### config.mk
export PLATFORM = sky130hd
export DESIGN_NAME = msg_stream_arbiter
export DESIGN_NICKNAME = d
export VERILOG_FILES = /design/src/rtl/msg_pkg.sv /design/src/rtl/msg_rr_pick.sv /design/src/rtl/msg_stream_arbiter.sv
export SDC_FILE = /design/constraint.sdc
export NUM_CORES = 1
export LEC_CHECK = 0
export ABC_CLOCK_PERIOD_IN_PS = 6400
export BUFFER_PORTS_ARGS = -buffer_cell sky130_fd_sc_hd__buf_2
export CORE_AREA = 2 2 152 154
export CTS_BUF_LIST = sky130_fd_sc_hd__clkbuf_8 sky130_fd_sc_hd__clkbuf_16
export CTS_CLUSTER_DIAMETER = 40
export DETAILED_ROUTE_END_ITERATION = 8
export DIE_AREA = 0 0 154 156
export MAX_ROUTING_LAYER = met4
export PLACE_DENSITY = 0.54
export SLEW_MARGIN = 5
export SYNTH_ARGS = -nofsm -noshare
export SYNTH_HDL_FRONTEND = slang
export SYNTH_HIERARCHICAL = 1
export SYNTH_SLANG_ARGS = --single-unit
### constraint.sdc
create_clock -name clk -period 6.4 [get_ports clk]
set_input_delay 0.32 -clock clk [delete_from_list [all_inputs] [get_ports clk]]
set_output_delay 0.32 -clock clk [all_outputs]
set_load 0.02 [all_outputs]
### src/rtl/msg_pkg.sv
// Shared definitions for the message-assembly path: arbiter state encoding
// and parameter helpers. The message controller imports the same names.
package msg_pkg;

   typedef enum logic [1:0] {
      IDLE  = 2'd0,
      PASS  = 2'd1,
      DRAIN = 2'd2
   } arbStateType;

   // Number of beats that make up one full message.
   function automatic int MAX_BEATS(input int msg_bytes, input int data_bytes);
      return msg_bytes / data_bytes;
   endfunction

   // Width of a source index; never narrower than one bit.
   function automatic int TID_W(input int num_src);
      return (num_src > 1) ? $clog2(num_src) : 1;
   endfunction

endpackage

### src/rtl/msg_rr_pick.sv
// Combinational round-robin picker: returns the first requesting index at or
// after ptr, wrapping at NUM_SRC.
module msg_rr_pick
   import msg_pkg::*;
#(
   parameter int NUM_SRC = 4,
   parameter int TW      = TID_W(NUM_SRC)
) (
   input  logic [NUM_SRC-1:0] req,
   input  logic [TW-1:0]      ptr,
   output logic               found,
   output logic [TW-1:0]      idx
);

   int cand;

   // Walk the request vector starting at ptr; the first hit wins.
   always_comb begin
      found = 1'b0;
      idx   = '0;
      cand  = 0;
      for (int i = 0; i < NUM_SRC; i++) begin
         cand = (int'(ptr) + i) % NUM_SRC;
         if (!found && req[TW'(cand)]) begin
            found = 1'b1;
            idx   = TW'(cand);
         end
      end
   end

endmodule

### src/rtl/msg_stream_arbiter.sv
// Packet-level round-robin arbiter in front of the message controller.
// One source holds the grant until its tlast; packets longer than a message
// are cut with tlast+tuser and the rest of the packet is drained.
//
// Handshake: a beat moves on any interface only in a cycle where tvalid and
// tready are both high at the rising edge; tvalid never waits for tready, and
// a presented output beat holds its payload until taken.
module msg_stream_arbiter
   import msg_pkg::*;
#(
   parameter int NUM_SRC       = 4,
   parameter int DATA_BYTES    = 8,
   parameter int TKEEP_WIDTH   = 8,
   parameter int MAX_MSG_BYTES = 32
) (
   input  logic                            clk,
   input  logic                            rst,
   input  logic [NUM_SRC-1:0]              s_tvalid,
   output logic [NUM_SRC-1:0]              s_tready,
   input  logic [NUM_SRC-1:0]              s_tlast,
   input  logic [NUM_SRC-1:0]              s_tuser,
   input  logic [NUM_SRC*TKEEP_WIDTH-1:0]  s_tkeep,
   input  logic [NUM_SRC*8*DATA_BYTES-1:0] s_tdata,
   output logic                            m_tvalid,
   input  logic                            m_tready,
   output logic                            m_tlast,
   output logic                            m_tuser,
   output logic [TKEEP_WIDTH-1:0]          m_tkeep,
   output logic [8*DATA_BYTES-1:0]         m_tdata,
   output logic [$clog2(NUM_SRC)-1:0]      m_tid,
   output logic                            pkt_overflow,
   output logic [1:0]                      state_dbg
);

   localparam int TW = TID_W(NUM_SRC);
   localparam int DW = 8 * DATA_BYTES;
   localparam int KW = TKEEP_WIDTH;
   localparam int MB = MAX_BEATS(MAX_MSG_BYTES, DATA_BYTES);
   localparam int CW = (MB > 1) ? $clog2(MB) : 1;

   arbStateType   state, state_nxt;
   logic [TW-1:0] grant, grant_nxt;
   logic [TW-1:0] rr_ptr, rr_nxt;
   logic [CW-1:0] beat_cnt, cnt_nxt;
   logic [TW-1:0] next_ptr;
   logic          pick_found;
   logic [TW-1:0] pick_idx;
   logic          acc;
   logic          load;
   logic          force_end;
   logic [DW-1:0] sel_data;
   logic [KW-1:0] sel_keep;
   logic          sel_last;
   logic          sel_user;

   assign state_dbg = state;

   msg_rr_pick #(
      .NUM_SRC (NUM_SRC),
      .TW      (TW)
   ) u_pick (
      .req   (s_tvalid),
      .ptr   (rr_ptr),
      .found (pick_found),
      .idx   (pick_idx)
   );

   assign next_ptr = (grant == TW'(NUM_SRC - 1)) ? '0 : grant + 1'b1;
   assign acc      = |(s_tvalid & s_tready);

   // Route the granted source's sideband and payload.
   always_comb begin
      sel_data = '0;
      sel_keep = '0;
      sel_last = 1'b0;
      sel_user = 1'b0;
      for (int i = 0; i < NUM_SRC; i++) begin
         if (grant == TW'(i)) begin
            sel_data = s_tdata[i*DW +: DW];
            sel_keep = s_tkeep[i*KW +: KW];
            sel_last = s_tlast[i];
            sel_user = s_tuser[i];
         end
      end
   end

   // Only the granted source sees ready; draining ignores the output stage.
   always_comb begin
      s_tready = '0;
      case (state)
         PASS:    s_tready[grant] = !m_tvalid || m_tready;
         DRAIN:   s_tready[grant] = 1'b1;
         default: s_tready = '0;
      endcase
   end

   // Next-state, grant, pointer and beat counting.
   always_comb begin
      state_nxt = state;
      grant_nxt = grant;
      rr_nxt    = rr_ptr;
      cnt_nxt   = beat_cnt;
      load      = 1'b0;
      force_end = 1'b0;
      case (state)
         IDLE: begin
            if (pick_found) begin
               grant_nxt = pick_idx;
               state_nxt = PASS;
            end
         end
         PASS: begin
            if (acc) begin
               load = 1'b1;
               if (sel_last) begin
                  cnt_nxt   = '0;
                  rr_nxt    = next_ptr;
                  state_nxt = IDLE;
               end else if (beat_cnt == CW'(MB - 1)) begin
                  cnt_nxt   = '0;
                  force_end = 1'b1;
                  state_nxt = DRAIN;
               end else begin
                  cnt_nxt = beat_cnt + 1'b1;
               end
            end
         end
         DRAIN: begin
            if (acc && sel_last) begin
               rr_nxt    = next_ptr;
               state_nxt = IDLE;
            end
         end
         default: state_nxt = IDLE;
      endcase
   end

   // Control registers.
   always_ff @(posedge clk or negedge rst) begin
      if (!rst) begin
         state    <= IDLE;
         grant    <= '0;
         rr_ptr   <= '0;
         beat_cnt <= '0;
      end else begin
         state    <= state_nxt;
         grant    <= grant_nxt;
         rr_ptr   <= rr_nxt;
         beat_cnt <= cnt_nxt;
      end
   end

   // One-deep output stage; a truncated beat is marked last and errored.
   always_ff @(posedge clk or negedge rst) begin
      if (!rst) begin
         m_tvalid     <= 1'b0;
         m_tlast      <= 1'b0;
         m_tuser      <= 1'b0;
         m_tkeep      <= '0;
         m_tdata      <= '0;
         m_tid        <= '0;
         pkt_overflow <= 1'b0;
      end else begin
         pkt_overflow <= force_end;
         if (load) begin
            m_tvalid <= 1'b1;
            m_tlast  <= sel_last | force_end;
            m_tuser  <= sel_user | force_end;
            m_tkeep  <= sel_keep;
            m_tdata  <= sel_data;
            m_tid    <= grant;
         end else if (m_tready) begin
            m_tvalid <= 1'b0;
         end
      end
   end

endmodule

==> run_results.csv, run 1 <==
group,metric,value,unit
detailed_routing,routed_wl,20600,µm
clock_tree,cts_max_level,3,
timing,max_freq,309,MHz
worst_setup_path,r2r_start,"grant[0]",
status,status,"finished, final reports clean",
worst_setup_path,slowest_delay,0.74,ns
logic_synthesis,async_flop_share,100,%
power_and_ir_drop,peakVddDrop,0.000245,V
clock_tree,tritoncts,"built",
worst_hold_path,holdCritPathClass,"primary input to register",
worst_setup_path,cp.required,6.62,ns
power_and_ir_drop,powerDensity,452,nW/µm²
cells_and_area,regArea,2150,µm²
cells_and_area,drive_gt1_share,46.0,%
worst_hold_path,hold_end,"m_tdata[28]",
logic_synthesis,synth_cells,735,
detailed_routing,drt_iter0_markers,425,
detailed_routing,drc_errors,0,
worst_setup_path,cp_num_buf_inv,2,
cells_and_area,synthToLayoutAreaGrowth,38.8,%
cells_and_area,multi_input_area,3640,µm²
clock_tree,clockRootBuffer,"clkbuf_16",
logic_synthesis,avgSynthCellArea,8.29,µm²
cells_and_area,nets,1386,
worst_hold_path,whs_path_depth,4,
floorplanning,start_util,27.2,%
floorplanning,die_w,154,µm
timing,drv_slew,0,
timing,period_needed,3.23,ns
worst_setup_path,cp_max_fo,79,
worst_setup_path,cp_cell_sequence,"inv_1, ha_4, a22oi_1, nand2_1, o2bb2ai_4, nand2_4, buf_4, mux2_2",
cells_and_area,stdcell_area,8460,µm²
floorplanning,coreArea,22400,µm²
detailed_routing,firstDrtPassIters,5,
worst_setup_path,crit_family,"buffers and inverters",
detailed_routing,ant_nets,0,
logic_synthesis,synth_seq_area_share,35.3,%
timing,max_slew_margin,36.7,%
detailed_routing,wl_per_cell,15.1,µm
cells_and_area,final_cells,1363,
grt,grt_usage,17.4,%
timing,finClkSkew,0.00889,ns
grt,grt_pass1_vias,6449,
flow_run,maxCapViolCount,0,
placement,port_buffers,386,
placement,place_area,8170,µm²
placement,gp_congestion,0.836,
logic_synthesis,synth_edf_count,0,
timing,tns,0,ns
logic_synthesis,ys_types,36,
cells_and_area,fillers,2375,
worst_setup_path,r2r_end,"m_tdata[5]",
worst_setup_path,worst-setup-path-type,"register to register",
timing,holdWs,0.314,ns
floorplanning,placementRows,55,
clock_tree,cts_setup_buffers,0,
timing,tightest_slew,0.949,ns
timing,finalSetupViolCount,0,
floorplanning,pin_count,387,
cells_and_area,final_common_cell,"buf_2",
worst_setup_path,end_kind,"register",
logic_synthesis,syn-num-nets,1047,
timing,fin_crit_sh,50.5,%
logic_synthesis,synth_ff_type,"dfrtp_1",
clock_tree,clk_pin_slew,0.07,ns
grt,grt_max_degree,102,
detailed_routing,vias,6538,
worst_setup_path,regToRegSetupSlack,3.17,ns
timing,finalHoldViolCount,0,
logic_synthesis,ys_warn_count,6,
power_and_ir_drop,p_leak,0.00415,µW
worst_hold_path,min_from,"s_tdata[220]",
worst_setup_path,critPathLaunchType,"register",
grt,gr-total-overflow,0,
grt,grt_first_pass_wirelength,32200,µm
floorplanning,die-area,24000,µm²
logic_synthesis,ys_ff_latch,86,
timing,rsz0062_at_grt,"no",
logic_synthesis,netlist_area,6090,µm²
clock_tree,cts.sinks,86,
placement,dp_hpwl,15200,µm
clock_tree,clk_latency,0.34,ns
worst_setup_path,crit_arrival,3.45,ns
floorplanning,die_h,156,µm
placement,place_inst,1347,
cells_and_area,layout_common_cells,"buf_2 (385), a21oi_1 (153), nand2_1 (149)",
cells_and_area,antenna_cells,0,
detailed_routing,vias_per_cell,4.80,
clock_tree,clockBufferDepth,2,
clock_tree,numCtsBuffers,9,
worst_setup_path,cp_slowest_cell,"buf_4",
worst_setup_path,r2r_cells,8,
grt,antenna_found_initial,0,
==> cell usage after synthesis (5+ instances only) <==
| library cell | number | area share, % |
|---|---|---|
| buf_4 | 5 | 0.62 |
| mux2_2 | 63 | 12 |
| a21oi_1 | 153 | 13 |
| and2_1 | 5 | 0.51 |
| mux2_4 | 17 | 4.2 |
| nor2_1 | 5 | 0.31 |
| buf_1 | 7 | 0.43 |
| ha_1 | 9 | 1.8 |
| nand3b_1 | 74 | 9.1 |
| o21ai_0 | 73 | 6.0 |
| buf_2 | 7 | 0.58 |
| inv_1 | 11 | 0.68 |
| nand2_1 | 149 | 9.2 |
| clkbuf_1 | 43 | 2.6 |
| dfrtp_1 | 86 | 35 |
==> per-stage QoR <==
stage	utilization, %	power [µW]	worst slack, ns
after CTS	37.8	3880	3.13
final	37.8	3820	3.17
after detailed placement	36.5	3350	3.13
after global routing	37.8	4200	2.87
after floorplan	-	2660	4.12
after global placement	36.5	3350	3.18
==> cell type report <==
| type | instances | area share, % |
|---|---|---|
| Timing Repair Buffer | 393 | 23.5 |
| Tap cell | 285 | 4.22 |
| Clock buffer | 11 | 2.99 |
| Clock inverter | 4 | 0.281 |
| Multi-Input combinational cell | 572 | 43.0 |
| Inverter | 12 | 0.533 |
| Sequential cell | 86 | 25.5 |
==> where the power goes <==
group	internal, µW	total (µW)	switching (µW)
Clock	280	497	217
Combinational	989	2410	1420
Sequential	779	911	132
Total	2050	3820	1770
==> sequential cells by signal (all words and copies together), names as in the netlist <==
| register | flops |
|---|---|
| m_tvalid | 1 |
| rr_ptr | 2 |
| m_tid | 2 |
| state_dbg | 2 |
| grant | 2 |
| m_tkeep | 8 |
| m_tuser | 1 |
| m_tlast | 1 |
| m_tdata | 64 |
| pkt_overflow | 1 |
| beat_cnt | 2 |
==> layer usage <==
layer  global-route usage (%)  up-vias  routed length [µm]
met2                     30.7      273               10300
met3                     3.39       24                1350
met4                     6.10        0                 435
met1                     19.7     2996                8500
li1                         -     3245                   -
met5                        -        -                   0
==> logic make-up (layout without fill, tap and decap cells) <==
family	Yosys count	after routing	share of synthesized area, %
DFF	86	86	35.3
AOI/OAI and AO/OA	240	240	21.1
muxes	81	81	16.0
buffers and inverters	77	420	5.63
and+or+nand+nor	242	242	20.1
adders and majority gates	9	9	1.85
==> worst max-delay path by stage <==
stage,cells past startpoint,start,end
2_1_floorplan,9,state_dbg[0],m_tkeep[0]
3_3_place_gp,8,grant[0],m_tdata[31]
3_5_place_dp,8,grant[0],m_tdata[32]
4_1_cts,8,grant[0],m_tdata[32]
5_1_grt,8,grant[0],m_tdata[36]
6_report,8,grant[0],m_tdata[5]
==> worst min-delay path, delay by kind of cell <==
| family | cells | cell delay, ns |
|---|---|---|
| multiplexers | 1 | 0.14 |
| buffers and inverters | 1 | 0.07 |
| AO/OA/AOI/OAI | 1 | 0.06 |
| AND/OR/NAND/NOR | 1 | 0.04 |
==> what timing repair did <==
item | in CTS | in global routing
hold buffers | 1 | 0
resized for setup | 0 | 0
endpoints found under the hold margin | 35 | 0
No activity file was read; power rests on OpenSTA's default activity.
==> run 2: changes to the inputs <==
--- a/config.mk
+++ b/config.mk
@@ -5,7 +5,8 @@
 export SDC_FILE = /design/constraint.sdc
 export NUM_CORES = 1
 export LEC_CHECK = 0
-export ABC_CLOCK_PERIOD_IN_PS = 6400
+export ABC_AREA = 1
+export ABC_CLOCK_PERIOD_IN_PS = 3300
 export BUFFER_PORTS_ARGS = -buffer_cell sky130_fd_sc_hd__buf_2
 export CORE_AREA = 2 2 152 154
 export CTS_BUF_LIST = sky130_fd_sc_hd__clkbuf_8 sky130_fd_sc_hd__clkbuf_16
==> constraint.sdc (replaced) <==
create_clock -name clk -period 3.3 [get_ports clk]
set_input_delay 0.165 -clock clk [delete_from_list [all_inputs] [get_ports clk]]
set_output_delay 0.165 -clock clk [all_outputs]
set_load 0.02 [all_outputs]
==> run 2 against run 1 <==
Against the previous run:
- the flow now finishes with violations (negative hold slack)
- sequential power grew 110%
- area after synthesis is 0.62% lower
- via count increased by 13%
- sequential share of layout area fell by 0.19 points
- cell area rose by 0.77%
- hold slack worse by 0.35 ns
- non-clock buffer count is 9 higher
==> run_results.csv, run 2 <==
group,metric,value,unit
status,status,"finished, violations left",
status,violations,"negative hold slack",
clock_tree,clk_latency,0.34,ns
detailed_routing,routed_wl,23800,µm
power_and_ir_drop,powerDensity,957,nW/µm²
detailed_routing,vias_per_cell,4.56,
clock_tree,cts_max_level,3,
logic_synthesis,ys_warn_count,6,
clock_tree,cts.sinks,86,
clock_tree,clockBufferDepth,2,
logic_synthesis,async_flop_share,100,%
cells_and_area,final_cells,1613,
logic_synthesis,synth_seq_area_share,35.6,%
worst_setup_path,critPathLaunchType,"register",
logic_synthesis,synth_top_area_cell,"dfrtp_1",
floorplanning,die-area,24000,µm²
floorplanning,placementRows,55,
power_and_ir_drop,finalPower,8150,µW
cells_and_area,synthToLayoutAreaGrowth,40.8,%
logic_synthesis,ys_ff_latch,86,
cells_and_area,reg_top3,"m_tdata: 64 flops, m_tkeep: 8 flops",
grt,gr-total-overflow,0,
grt,antenna_found_initial,2,
timing,drv_slew,0,
floorplanning,start_util,27.1,%
floorplanning,coreArea,22400,µm²
cells_and_area,drive_gt1_share,33.6,%
cells_and_area,layout_common_cells,"nand2_1 (496), buf_2 (385), o21ai_0 (113)",
timing,finClkSkew,0.00728,ns
placement,dp_hpwl,18300,µm
detailed_routing,vias,7359,
timing,finalSetupViolCount,0,
logic_synthesis,netlist_area,6050,µm²
worst_setup_path,end_kind,"register",
placement,gp_congestion,0.890,
detailed_routing,ant_nets,0,
detailed_routing,drc_errors,0,
cells_and_area,nets,1633,
floorplanning,die_w,154,µm
timing,period_needed,2.32,ns
worst_setup_path,regToRegSetupSlack,0.98,ns
clock_tree,clockRootBuffer,"clkbuf_16",
logic_synthesis,synth_area_leaders,"dfrtp_1 (36%), nand2_1 (31%), o21ai_0 (9.3%)",
clock_tree,clk_pin_slew,0.07,ns
logic_synthesis,avgSynthCellArea,6.23,µm²
grt,grt_max_degree,84,
detailed_routing,firstDrtPassIters,5,
clock_tree,numCtsBuffers,9,
grt,grt_pass1_vias,6933,
grt,grt_first_pass_wirelength,36500,µm
worst_setup_path,crit_arrival,2.59,ns
cells_and_area,fillers,2483,
logic_synthesis,synth_ff_type,"dfrtp_1",
logic_synthesis,synth_edf_count,0,
worst_hold_path,holdCritPathClass,"primary input to async pin",
power_and_ir_drop,p_leak,0.00486,µW
timing,finalHoldViolCount,17,
timing,rsz0062_at_grt,"no",
placement,place_inst,1595,
detailed_routing,drt_iter0_markers,470,
clock_tree,hold_buffers,0,
flow_run,maxCapViolCount,0,
power_and_ir_drop,peakVddDrop,0.000353,V
timing,tns,0,ns
floorplanning,pin_count,387,
cells_and_area,top_register,"m_tdata",
timing,max_freq,431,MHz
cells_and_area,largest_reg_flops,64,
logic_synthesis,syn-num-nets,1284,
logic_synthesis,yosysMostFrequentCell,"nand2_1",
logic_synthesis,synth_cells,972,
clock_tree,tritoncts,"built",
clock_tree,ctsResizeCount,0,
worst_setup_path,cp.required,3.57,ns
timing,fin_crit_sh,70.3,%
placement,port_buffers,386,
worst_setup_path,cp_max_fo,31,
floorplanning,die_h,156,µm
timing,holdWs,-0.0397,ns
logic_synthesis,synth_top_area_share,35.6,%
logic_synthesis,ys_types,27,
worst_setup_path,worst-setup-path-type,"register to register",
logic_synthesis,synth_common_cells,"nand2_1 (496), o21ai_0 (113), dfrtp_1 (86), a21oi_1 (78), o21ai_1 (36)",
grt,grt_usage,19.6,%
timing,max_slew_margin,35.0,%
timing,tightest_slew,0.975,ns
cells_and_area,final_common_cell,"nand2_1",
clock_tree,cts_setup_buffers,0,
detailed_routing,wl_per_cell,14.7,µm
## run 2: cells by family after synthesis
family | Yosys count | share of synthesized area [%]
compound gates | 229 | 19.0
simple gates | 555 | 36.5
buf+inv | 93 | 7.09
fa+ha+maj | 9 | 1.86
flops | 86 | 35.6
## run 2: layout make-up
class / count / area (µm²) / share of cell area (%)
inverter: 29 / 109 / 1.28
clock buffer: 9 / 225 / 2.64
sequential: 86 / 2150 / 25.3
timing repair buffer: 402 / 2070 / 24.3
tap: 285 / 357 / 4.19
antenna: 2 / 5.00 / 0.0587
multi-input combinational: 793 / 3510 / 41.2
clock inverter: 7 / 91.3 / 1.07
## run 2: per-stage QoR
step	instance area (µm²)	utilization [%]	worst slack (ns)
floorplan	6050	-	1.43
global placement	8200	36.7	1.04
detailed placement	8200	36.7	0.968
CTS	8520	38.1	0.990
global route	8520	38.1	0.721
finish	8520	38.1	0.981
## run 2: final timing paths
check | startpoint | endpoint | cells past startpoint
min in group clk | m_tready | m_tvalid | 4
worst max-delay path | grant[1] | m_tdata[30] | 9
worst min-delay path | rst | m_tdata[40] | 1
worst max register to register | grant[1] | m_tdata[30] | 9
worst min register to register | m_tdata[48] | m_tdata[48] | 2
max in group asynchronous | rst | m_tdata[8] | 2
## run 2: critical path, stage by stage, from the launching register on
cell and delay, ns:
dfrtp_1 0.45, inv_1 0.19, ha_4 0.43, buf_4 0.36
a21oi_1 0.17, nand2_1 0.13, o21ai_0 0.11, o21ai_0 0.23
nand2_1 0.08, nand2_1 0.07
## run 2: report_power, final
part,internal [µW],switching [µW],total [µW]
sequential,1550,321,1870
clock,660,433,1090
combinational,1730,3450,5190
total,3940,4210,8150
## run 2: per-layer routing
metal	vias up	global-route usage (%)	routed length [µm]
li1	3809	-	-
met1	3250	24.1	10500
met2	276	33.2	11500
met3	24	3.39	1420
met4	0	5.65	452
met5	-	-	0
